$ cat config.mk
export PLATFORM = sky130hd
export DESIGN_NAME = neuron_feeder_flat
export DESIGN_NICKNAME = d
export VERILOG_FILES = /design/src/rtl/nn_pkg.sv /design/src/rtl/neuron_feeder_if.sv /design/src/rtl/neuron_feeder.sv /design/src/flat_wrapper.sv
export SDC_FILE = /design/constraint.sdc
export NUM_CORES = 1
export LEC_CHECK = 0
export CAP_MARGIN = 40
export CORE_ASPECT_RATIO = 1.75
export CORE_MARGIN = 10
export CORE_UTILIZATION = 40
export DETAILED_ROUTE_END_ITERATION = 8
export PLACE_DENSITY = 0.72
export SYNTH_ARGS = -nofsm -noshare
export SYNTH_HDL_FRONTEND = slang
export SYNTH_SLANG_ARGS = --single-unit
$ cat constraint.sdc
create_clock -name clock -period 4.55 [get_ports clock]
set_input_delay 0.455 -clock clock [delete_from_list [all_inputs] [get_ports clock]]
set_output_delay 0.455 -clock clock [all_outputs]
set_load 0.05 [all_outputs]
$ cat src/rtl/nn_pkg.sv
// Shared fixed-point types for the neuron datapath: signed Q(INTEGER_WIDTH).(FRACTION_WIDTH) words
// and the feeder state encoding.
package nn_pkg;
  // Integer/fraction split of the shared neuron number format.
  localparam int INTEGER_WIDTH  = 8;
  localparam int FRACTION_WIDTH = 8;
  localparam int W              = INTEGER_WIDTH + FRACTION_WIDTH;

  typedef logic signed [W-1:0] fixed_t;

  typedef enum logic [1:0] {
    LOADING,
    FIRING,
    WAITING,
    PRESENTING
  } feeder_state_t;
endpackage

$ cat src/rtl/neuron_feeder_if.sv
// Feeder bus: serial sample input, parallel operand/start output to the neuron,
// result capture from the neuron and the downstream valid/ready result port.
interface neuron_feeder_if #(
  parameter int NUM_INPUTS = 16
);
  import nn_pkg::*;

  logic                    in_valid;
  fixed_t                  in_data;
  logic                    in_ready;
  fixed_t [NUM_INPUTS-1:0] inputs;
  logic                    inputs_ready;
  fixed_t                  result;
  logic                    result_ready;
  logic                    out_valid;
  fixed_t                  out_data;
  logic                    out_ready;
  logic                    timeout_error;

  modport master (
    output in_valid, in_data, result, result_ready, out_ready,
    input  in_ready, inputs, inputs_ready, out_valid, out_data, timeout_error
  );

  modport slave (
    input  in_valid, in_data, result, result_ready, out_ready,
    output in_ready, inputs, inputs_ready, out_valid, out_data, timeout_error
  );
endinterface

$ cat src/rtl/neuron_feeder.sv
// Gathers NUM_INPUTS serial samples, fires the neuron, captures its result and presents it downstream.
// Optional watchdog in WAITING enabled by defining NEURON_FEEDER_TIMEOUT_EN.
module neuron_feeder
  import nn_pkg::*;
#(
  parameter int NUM_INPUTS     = 16,
  parameter int TIMEOUT_CYCLES = 64
) (
  input logic            clock,
  input logic            reset_n,
  neuron_feeder_if.slave bus
);
  localparam int            CW   = (NUM_INPUTS > 1) ? $clog2(NUM_INPUTS) : 1;
  localparam logic [CW-1:0] LAST = CW'(NUM_INPUTS - 1);

  feeder_state_t           state;
  feeder_state_t           state_nxt;
  logic [CW-1:0]           count;
  fixed_t [NUM_INPUTS-1:0] inputs_q;
  fixed_t                  out_q;
  logic                    accept;
  logic                    capture;
  logic                    timeout_hit;
  logic                    watchdog_expired;

  always_comb begin
    state_nxt   = state;
    accept      = 1'b0;
    capture     = 1'b0;
    timeout_hit = 1'b0;
    case (state)
      LOADING: begin
        if (bus.in_valid) begin
          accept = 1'b1;
          if (count == LAST) state_nxt = FIRING;
        end
      end
      FIRING: state_nxt = WAITING;
      WAITING: begin
        if (bus.result_ready) begin
          capture   = 1'b1;
          state_nxt = PRESENTING;
        end else if (watchdog_expired) begin
          timeout_hit = 1'b1;
          state_nxt   = LOADING;
        end
      end
      PRESENTING: begin
        if (bus.out_ready) state_nxt = LOADING;
      end
      default: state_nxt = LOADING;
    endcase
  end

  always_ff @(posedge clock or negedge reset_n) begin
    if (!reset_n) begin
      state    <= LOADING;
      count    <= '0;
      inputs_q <= '0;
      out_q    <= '0;
    end else begin
      state <= state_nxt;
      if (accept) begin
        inputs_q[count] <= bus.in_data;
        count           <= (count == LAST) ? '0 : count + CW'(1);
      end
      if (capture) out_q <= bus.result;
    end
  end

`ifdef NEURON_FEEDER_TIMEOUT_EN
  localparam int TW = $clog2(TIMEOUT_CYCLES + 1);

  logic [TW-1:0] wait_cnt;
  logic          timeout_q;

  // wait_cnt holds the number of WAITING cycles already elapsed without a result.
  assign watchdog_expired = (wait_cnt == TW'(TIMEOUT_CYCLES - 1));

  always_ff @(posedge clock or negedge reset_n) begin
    if (!reset_n) begin
      wait_cnt  <= '0;
      timeout_q <= 1'b0;
    end else begin
      if (state != WAITING)       wait_cnt <= '0;
      else if (!watchdog_expired) wait_cnt <= wait_cnt + TW'(1);
      if (timeout_hit) timeout_q <= 1'b1;
    end
  end

  assign bus.timeout_error = timeout_q;
`else
  assign watchdog_expired  = 1'b0;
  assign bus.timeout_error = 1'b0;
`endif

  assign bus.in_ready     = (state == LOADING);
  assign bus.inputs_ready = (state == FIRING);
  assign bus.out_valid    = (state == PRESENTING);
  assign bus.out_data     = out_q;
  assign bus.inputs       = inputs_q;
endmodule

$ cat src/flat_wrapper.sv
// flat-port wrapper written by rule: the top's interface ports become plain ports
module neuron_feeder_flat import nn_pkg::*;
#(
  parameter int NUM_INPUTS     = 16,
  parameter int TIMEOUT_CYCLES = 64
)
  (clock, reset_n, bus_in_valid, bus_in_data, bus_result, bus_result_ready, bus_out_ready, bus_in_ready, bus_inputs, bus_inputs_ready, bus_out_valid, bus_out_data, bus_timeout_error);
  neuron_feeder_if #(.NUM_INPUTS(NUM_INPUTS)) bus_i ();
  input logic clock;
  input logic reset_n;
  input wire logic [$bits(bus_i.in_valid)-1:0] bus_in_valid;
  input wire logic [$bits(bus_i.in_data)-1:0] bus_in_data;
  input wire logic [$bits(bus_i.result)-1:0] bus_result;
  input wire logic [$bits(bus_i.result_ready)-1:0] bus_result_ready;
  input wire logic [$bits(bus_i.out_ready)-1:0] bus_out_ready;
  output wire logic [$bits(bus_i.in_ready)-1:0] bus_in_ready;
  output wire logic [$bits(bus_i.inputs)-1:0] bus_inputs;
  output wire logic [$bits(bus_i.inputs_ready)-1:0] bus_inputs_ready;
  output wire logic [$bits(bus_i.out_valid)-1:0] bus_out_valid;
  output wire logic [$bits(bus_i.out_data)-1:0] bus_out_data;
  output wire logic [$bits(bus_i.timeout_error)-1:0] bus_timeout_error;
  assign bus_i.in_valid = bus_in_valid;
  assign bus_i.in_data = bus_in_data;
  assign bus_i.result = bus_result;
  assign bus_i.result_ready = bus_result_ready;
  assign bus_i.out_ready = bus_out_ready;
  assign bus_in_ready = bus_i.in_ready;
  assign bus_inputs = bus_i.inputs;
  assign bus_inputs_ready = bus_i.inputs_ready;
  assign bus_out_valid = bus_i.out_valid;
  assign bus_out_data = bus_i.out_data;
  assign bus_timeout_error = bus_i.timeout_error;
  neuron_feeder #(.NUM_INPUTS(NUM_INPUTS), .TIMEOUT_CYCLES(TIMEOUT_CYCLES)) u_core (.clock(clock), .reset_n(reset_n), .bus(bus_i));
endmodule
### Word level (Yosys, flattened, before mapping)

Cells that the tools add are included.

* muxes and demuxes: 13
* magnitude comparators: 2
* reduce and logical (&&, ||, !) cells: 3
* add/subtract/negate cells: 1
* eq/ne operators: 8

Operators with widths (number)
* bitwise mux 256 bit: 1
* demux 16 bit (select 4 bit): 1
* 2-to-1 mux 16 bit: 1
* 2-to-1 mux 2 bit: 4
* one-hot mux 2 bit (4 select lines): 1
* inequality test 2 bit, second input constant: 3
* less-than comparator 4 x 5 -> 1 bit, second input constant: 1
* adder 4 x 1 -> 4 bit, second input constant: 1
* == test 2 bit, second input constant: 2
* == test 4 bit, second input constant: 1
* >= comparator 4 x 1 -> 1 bit, second input constant: 1
* 2-to-1 mux 1 bit: 4
* 2-to-1 mux 4 bit: 1
* AND reduction 4 bit: 1
* == test 2 x 1 -> 1 bit, second input constant: 1
* logical NOT 2 bit: 1
* inequality test 2 x 1 -> 1 bit, second input constant: 1
* logical AND 1 bit: 1

* output and inout bits: 276
* bits in registers: 278

### Longest topological paths before layout

Gate-level depths: netlist of run 1.

* depth in word-level cells: 5
* mapped depth: 7
* mapped depth without buffers: 5

### Worst setup path before layout of run 1

Ideal clock, no wire load.

* path kind: register to register
* from: register u_core.state[0]
* to: register u_core.inputs_q, in the netlist u_core.bus.inputs[133]
* data required time: 4.425 ns
* arrival: 2.359 ns
* clock period less this slack: 2.484 ns
* setup slack: 2.066 ns
* stages on the path, launching flop included: 7
* library setup time: 0.125 ns
* cell sequence: dfrtp_1 inv_1 ha_1 nand2_1 nor3_2 buf_2 mux2_2

* word-level cells in the longest chain between the ends: 2

Ends and longest elaborated chain
* start: declaration: line neuron_feeder.sv:16 `feeder_state_t state;`
* start signal: assignment: line neuron_feeder.sv:62 `state <= state_nxt;`
* logical NOT 2 bit
* via bus_in_ready: line flat_wrapper.sv:16 `output wire logic [$bits(bus_i.in_ready)-1:0] bus_in_ready;`
* 2-to-1 mux 1 bit: line neuron_feeder.sv:31 `case (state)`
* end signal: indexed assignment: line neuron_feeder.sv:64 `inputs_q[count] <= bus.in_data;`
* end: declaration: line neuron_feeder.sv:19 `fixed_t [NUM_INPUTS-1:0] inputs_q;`

The timed path passes the listed nets, and every way through them passes these cells.
A chain may end at the register's enable or synchronous reset.

### Worst setup path after layout of run 1

* from: register u_core.state[0]
* to: output bus_in_ready

* word-level cells in the longest chain between the ends: 1

Ends and longest elaborated chain
* logical NOT 2 bit: line neuron_feeder.sv:97 `assign bus.in_ready = (state == LOADING);`
* end: declaration: line flat_wrapper.sv:16

Every way passes these cells.

==> results of run 1 <==
-- flip-flops by register name, indices dropped and copies added (netlist names) --
name	flops
u_core.count	4
u_core.state	2
u_core.bus.inputs	256
u_core.bus.out_data	16
-- metal layers --
metal / vias to the layer above / wire length, um / track usage [%]
met3: 46 / 1750 / 4.10
met2: 195 / 17800 / 35.2
li1: 2886 / - / -
met1: 3418 / 10500 / 17.7
met4: 0 / 1010 / 7.17
met5: - / 0 / 0
-- worst reg2reg max path, cell delays in order (launching register included) --
cell and delay, ns:
dfrtp_1 0.43, inv_1 0.10, ha_1 0.33, nand3_1 0.31, nor2_2 0.77, mux2_2 0.42
-- cell type report --
class,instances,area [sq um]
Timing Repair Buffer,326,3280
Tap cell,320,400
Fill cell,2080,10900
Inverter,5,18.8
Clock buffer,33,728
Sequential cell,278,6960
Multi-Input combinational cell,320,3420
Clock inverter,15,209
-- metrics by stage --
stage	hold slack [ns]	setup slack, ns
3_3_place_gp	0.486	1.92
4_1_cts	0.0102	1.80
6_report	-0.0372	1.81
3_5_place_dp	0.492	1.92
2_1_floorplan	0.159	2.07
5_1_grt	0.0319	1.73
-- cells by family after synthesis --
kind of cell,count (synthesis),share of synthesized area (%)
other,1,0.0355
and+or+nand+nor,29,1.39
muxes,274,29.2
AOI/OAI and AO/OA,7,0.510
adders and majority gates,8,0.949
xor gates and xnor gates,1,0.0830
DFF,278,65.9
buffers and inverters,44,1.84
-- how the worst max path moves through the flow --
stage	startpoint	end
3_5_place_dp	bus_in_valid	u_core.bus.inputs[49]
6_report	u_core.state[0]	bus_in_ready
3_3_place_gp	bus_in_valid	u_core.bus.inputs[172]
2_1_floorplan	u_core.state[0]	u_core.bus.inputs[133]
4_1_cts	u_core.state[0]	bus_in_ready
5_1_grt	u_core.state[0]	bus_in_ready
-- cell usage after synthesis (all sizes together) --
| cell | number | area share (%) |
|---|---|---|
| a21o | 1 | 0.071 |
| a21oi | 1 | 0.047 |
| a221oi | 1 | 0.083 |
| a311oi | 1 | 0.083 |
| buf | 21 | 1.0 |
| clkbuf | 18 | 0.64 |
| conb | 1 | 0.036 |
| dfrtp | 278 | 66 |
| ha | 8 | 0.95 |
| inv | 5 | 0.18 |
| mux2 | 274 | 29 |
| nand2 | 4 | 0.14 |
| nand2b | 3 | 0.18 |
| nand3 | 4 | 0.19 |
| nand4 | 1 | 0.059 |
| nor2 | 11 | 0.39 |
| nor2b | 1 | 0.059 |
| nor3 | 2 | 0.19 |
| o21ai | 1 | 0.047 |
| o32a | 1 | 0.095 |
| o41ai | 1 | 0.083 |
| or3 | 3 | 0.18 |
| xnor2 | 1 | 0.083 |
==> impl_metrics.json, run 1 <==
{
  "finish.utilization_pct": 57.8,
  "synthCells": 642,
  "wl_per_cell_um": 23.9,
  "ctsHoldBuffers": 0,
  "syn-num-nets": 687,
  "nets": 1002,
  "clockBufferDepth": 3,
  "final_area_sq_mm": 0.0150,
  "min_period_ns": 2.74,
  "ctsHtreeMaxLevel": 1,
  "cts_buffers": 26,
  "fp-row-count": 78,
  "status": "complete, but fails checks",
  "firstDrtPassIters": 4,
  "routed_wl_um": 31000,
  "layout_commonest_cell": "clkdlybuf4s50_1",
  "crit_family": "buffers and inverters",
  "crit_fanout": 8,
  "cts_root_buf": "clkbuf_16",
  "initial_utilization_pct": 40.6,
  "ant_nets": 0,
  "placed_area_sq_mm": 0.0141,
  "crit_type": "reg2out",
  "worst-path-stages": 3,
  "worstPathCellList": "inv_1, ha_1, clkdlybuf4s50_1",
  "synth_cell_types": 24,
  "worst_path_max_delay_cell": "clkdlybuf4s50_1",
  "fin_hold_ws_ns": -0.0372,
  "drt-initial-drc-count": 177,
  "die_area_sq_mm": 0.0335,
  "vias_per_cell": 5.05,
  "gp_congestion": 0.774,
  "grt_use_total_pct": 18.2,
  "grt_pass1_vias": 7072,
  "setup_viol": 0,
  "cts_tree": "yes",
  "clkSinkCount": 278,
  "synth.avg_cell_area_sq_um": 16.4,
  "vias": 6545,
  "cap_violations": 0,
  "min_path_type": "in2async",
  "rr_startpoint": "u_core.state[0]",
  "required_ns": 4.09,
  "io_buffers": 311,
  "antennaDiodeCount": 0,
  "clk_pin_slew_ns": 0.07,
  "dp_hpwl_um": 23100,
  "cp_slowest_stage_delay_ns": 0.88,
  "reg2reg_depth": 5,
  "final_max_slew_viol_count": 0,
  "ys_warn_count": 0,
  "rsz0062_at_grt": "false",
  "drc": 0,
  "mostFrequentLayoutCells": "clkdlybuf4s50_1 (310), dfrtp_1 (278), mux2_2 (274)",
  "synthToLayoutAreaGrowth_pct": 42.3,
  "final.setup.tns_ns": 0,
  "die_w_um": 143,
  "grt_pass1_wl_um": 46500,
  "start_kind": "flop",
  "crit_buf_inv": 2,
  "r2r_end": "u_core.bus.inputs[185]",
  "grt_overflow_total": 0,
  "fmax_mhz": 365,
  "ys_seq_area_share_pct": 65.9,
  "critical_path_arrival_ns": 2.28,
  "fin_skew_ns": 0.0176,
  "core-area_sq_mm": 0.0260,
  "post_cts_buffers": 0,
  "hold_viol_final": 13,
  "die_y_um": 235,
  "synth.ff_latch_count": 278,
  "pin_count": 313,
  "violations": "negative hold slack",
  "tightest_slew_ns": 0.929,
  "place_inst": 1248,
  "cts.repair.resized": 0,
  "slew_headroom_pct": 38.1,
  "rrSetupSlack_ns": 2.07,
  "drive_above_1_share_pct": 35.0,
  "synthesis.area_sq_mm": 0.0105,
  "antenna_found_initial": 0,
  "fin_crit_sh_pct": 60.2,
  "end_kind": "primary output",
  "clock_latency_ns": 0.54,
  "stdcell_count": 1297,
  "grt_max_degree": 122
}
Power of run 1 is left out: the tool's default activity adds up to more than one toggle a clock period on the data nets, which glitch-free logic cannot reach.
==> run 2, diff against run 1 <==
Settings changed: PLACE_DENSITY 0.72 to 0.74.
Clock period 4.55 ns to 2.3 ns, I/O delays scaled along.
==> run 2 against run 1 <==
  * Non-clock buffer count rose by 16
  * Sequential cell count stayed put
  * Die area stayed put
  * Design area up 1.3%
  * Final cell count up 1.1%
  * The flow now finishes without violations
  * Clock skew fell by 0.0096 ns
  * Critical endpoint is now bus_out_valid
  * Critical path depth decreased by 1
  * Core utilization up 0.72 points
  * Via count is 0.37% higher
==> impl_metrics.json, run 2 (same netlist as run 1, synthesis figures left out) <==
{
  "die_area_sq_mm": 0.0335,
  "fin_skew_ns": 0.00801,
  "fmax_mhz": 462,
  "cap_violations": 0,
  "ctsHtreeMaxLevel": 1,
  "hold_viol_final": 0,
  "seq_area_sq_mm": 0.00696,
  "crit_type": "reg2out",
  "core-area_sq_mm": 0.0260,
  "mostFrequentLayoutCells": "clkdlybuf4s50_1 (308), dfrtp_1 (278), mux2_2 (274)",
  "end_kind": "primary output",
  "rsz0062_at_grt": "false",
  "cts_tree": "yes",
  "largest_reg_flops": 256,
  "firstDrtPassIters": 4,
  "io_buffers": 311,
  "required_ns": 2.07,
  "wl_per_cell_um": 23.8,
  "critical_path_arrival_ns": 1.93,
  "clkSinkCount": 278,
  "vias": 6569,
  "nets": 1018,
  "grt_pass1_wl_um": 46600,
  "antennaDiodeCount": 0,
  "antenna_found_initial": 0,
  "final.setup.tns_ns": 0,
  "final_max_slew_viol_count": 0,
  "drt-initial-drc-count": 182,
  "fillers": 2084,
  "fp-row-count": 78,
  "crit_fanout": 4,
  "clock_latency_ns": 0.53,
  "min_path_type": "in2async",
  "pin_count": 313,
  "finish.utilization_pct": 58.5,
  "initial_utilization_pct": 40.6,
  "cts_buffers": 26,
  "clk_pin_slew_ns": 0.06,
  "min_period_ns": 2.16,
  "status": "completed",
  "tightest_slew_ns": 0.801,
  "ant_nets": 0,
  "grt_max_degree": 64,
  "die_w_um": 143,
  "grt_use_total_pct": 18.3,
  "post_cts_buffers": 0,
  "dp_hpwl_um": 23200,
  "gp_congestion": 0.795,
  "die_y_um": 235,
  "vias_per_cell": 5.01,
  "grt_overflow_total": 0,
  "fin_hold_ws_ns": 0.252,
  "placed_area_sq_mm": 0.0143,
  "fin_crit_sh_pct": 94.0,
  "layout_commonest_cell": "clkdlybuf4s50_1",
  "final_area_sq_mm": 0.0152,
  "drc": 0,
  "cts_root_buf": "clkbuf_16",
  "slew_headroom_pct": 46.5,
  "routed_wl_um": 31200,
  "multiInputGateArea_sq_mm": 0.00342,
  "grt_pass1_vias": 7137,
  "start_kind": "flop",
  "setup_viol": 0,
  "synthToLayoutAreaGrowth_pct": 44.1,
  "clockBufferDepth": 3,
  "drive_above_1_share_pct": 35.8
}
[run 2: timing repair]
item | CTS | global route
setup endpoints to repair | 1 | 1
cloned | 0 | 0
endpoints found under the hold margin | 56 | 0
gates resized for setup | 1 | 1
hold buffers | 1 | 0
[run 2: final timing paths]
| kind | endpoint | slack, ns | cells past startpoint | from |
|---|---|---|---|---|
| worst min register to register | u_core.bus.inputs[99] | 0.50 | 1 | u_core.bus.inputs[99] |
| min in group clock | u_core.bus.out_data[8] | 0.30 | 2 | bus_result[8] |
| worst max register to register | u_core.bus.inputs[61] | 0.31 | 6 | u_core.state[1] |
| worst max-delay path | bus_out_valid | 0.14 | 2 | u_core.state[0] |
| worst min-delay path | u_core.bus.inputs[144] | 0.25 | 2 | reset_n |
| max in group asynchronous | u_core.bus.inputs[218] | 1.26 | 3 | reset_n |
[run 2: layer usage]
| layer | vias to the layer above | track usage (%) | share of wire, % |
|---|---|---|---|
| li1 | 2926 | - | - |
| met4 | 0 | 6.83 | 2.9 |
| met1 | 3393 | 17.8 | 34 |
| met3 | 44 | 4.38 | 6.0 |
| met2 | 206 | 35.5 | 57 |
| met5 | - | 0 | 0 |
[run 2: critical path, stage by stage (launching register included)]
cell             delay, ns
dfrtp_1               0.40
ha_1                  0.18
clkdlybuf4s50_1       0.82
[run 2: layout make-up]
cell class              count  area share, %
flip-flops and latches    278           45.8
inverters                   5          0.123
clock buffers              34           4.75
multi-input cells         320           22.5
well taps                 320           2.63
clock inverters            12           1.10
repair buffers            342           23.1
[run 2: per-stage QoR]
step                cells  worst slack [ns]
global route         1311            0.0808
detailed placement   1264             0.257
finish               1311             0.137
floorplan             642            0.0678
CTS                  1311            0.0368
global placement     1264             0.299
Power of run 2 is left out for the same reason.
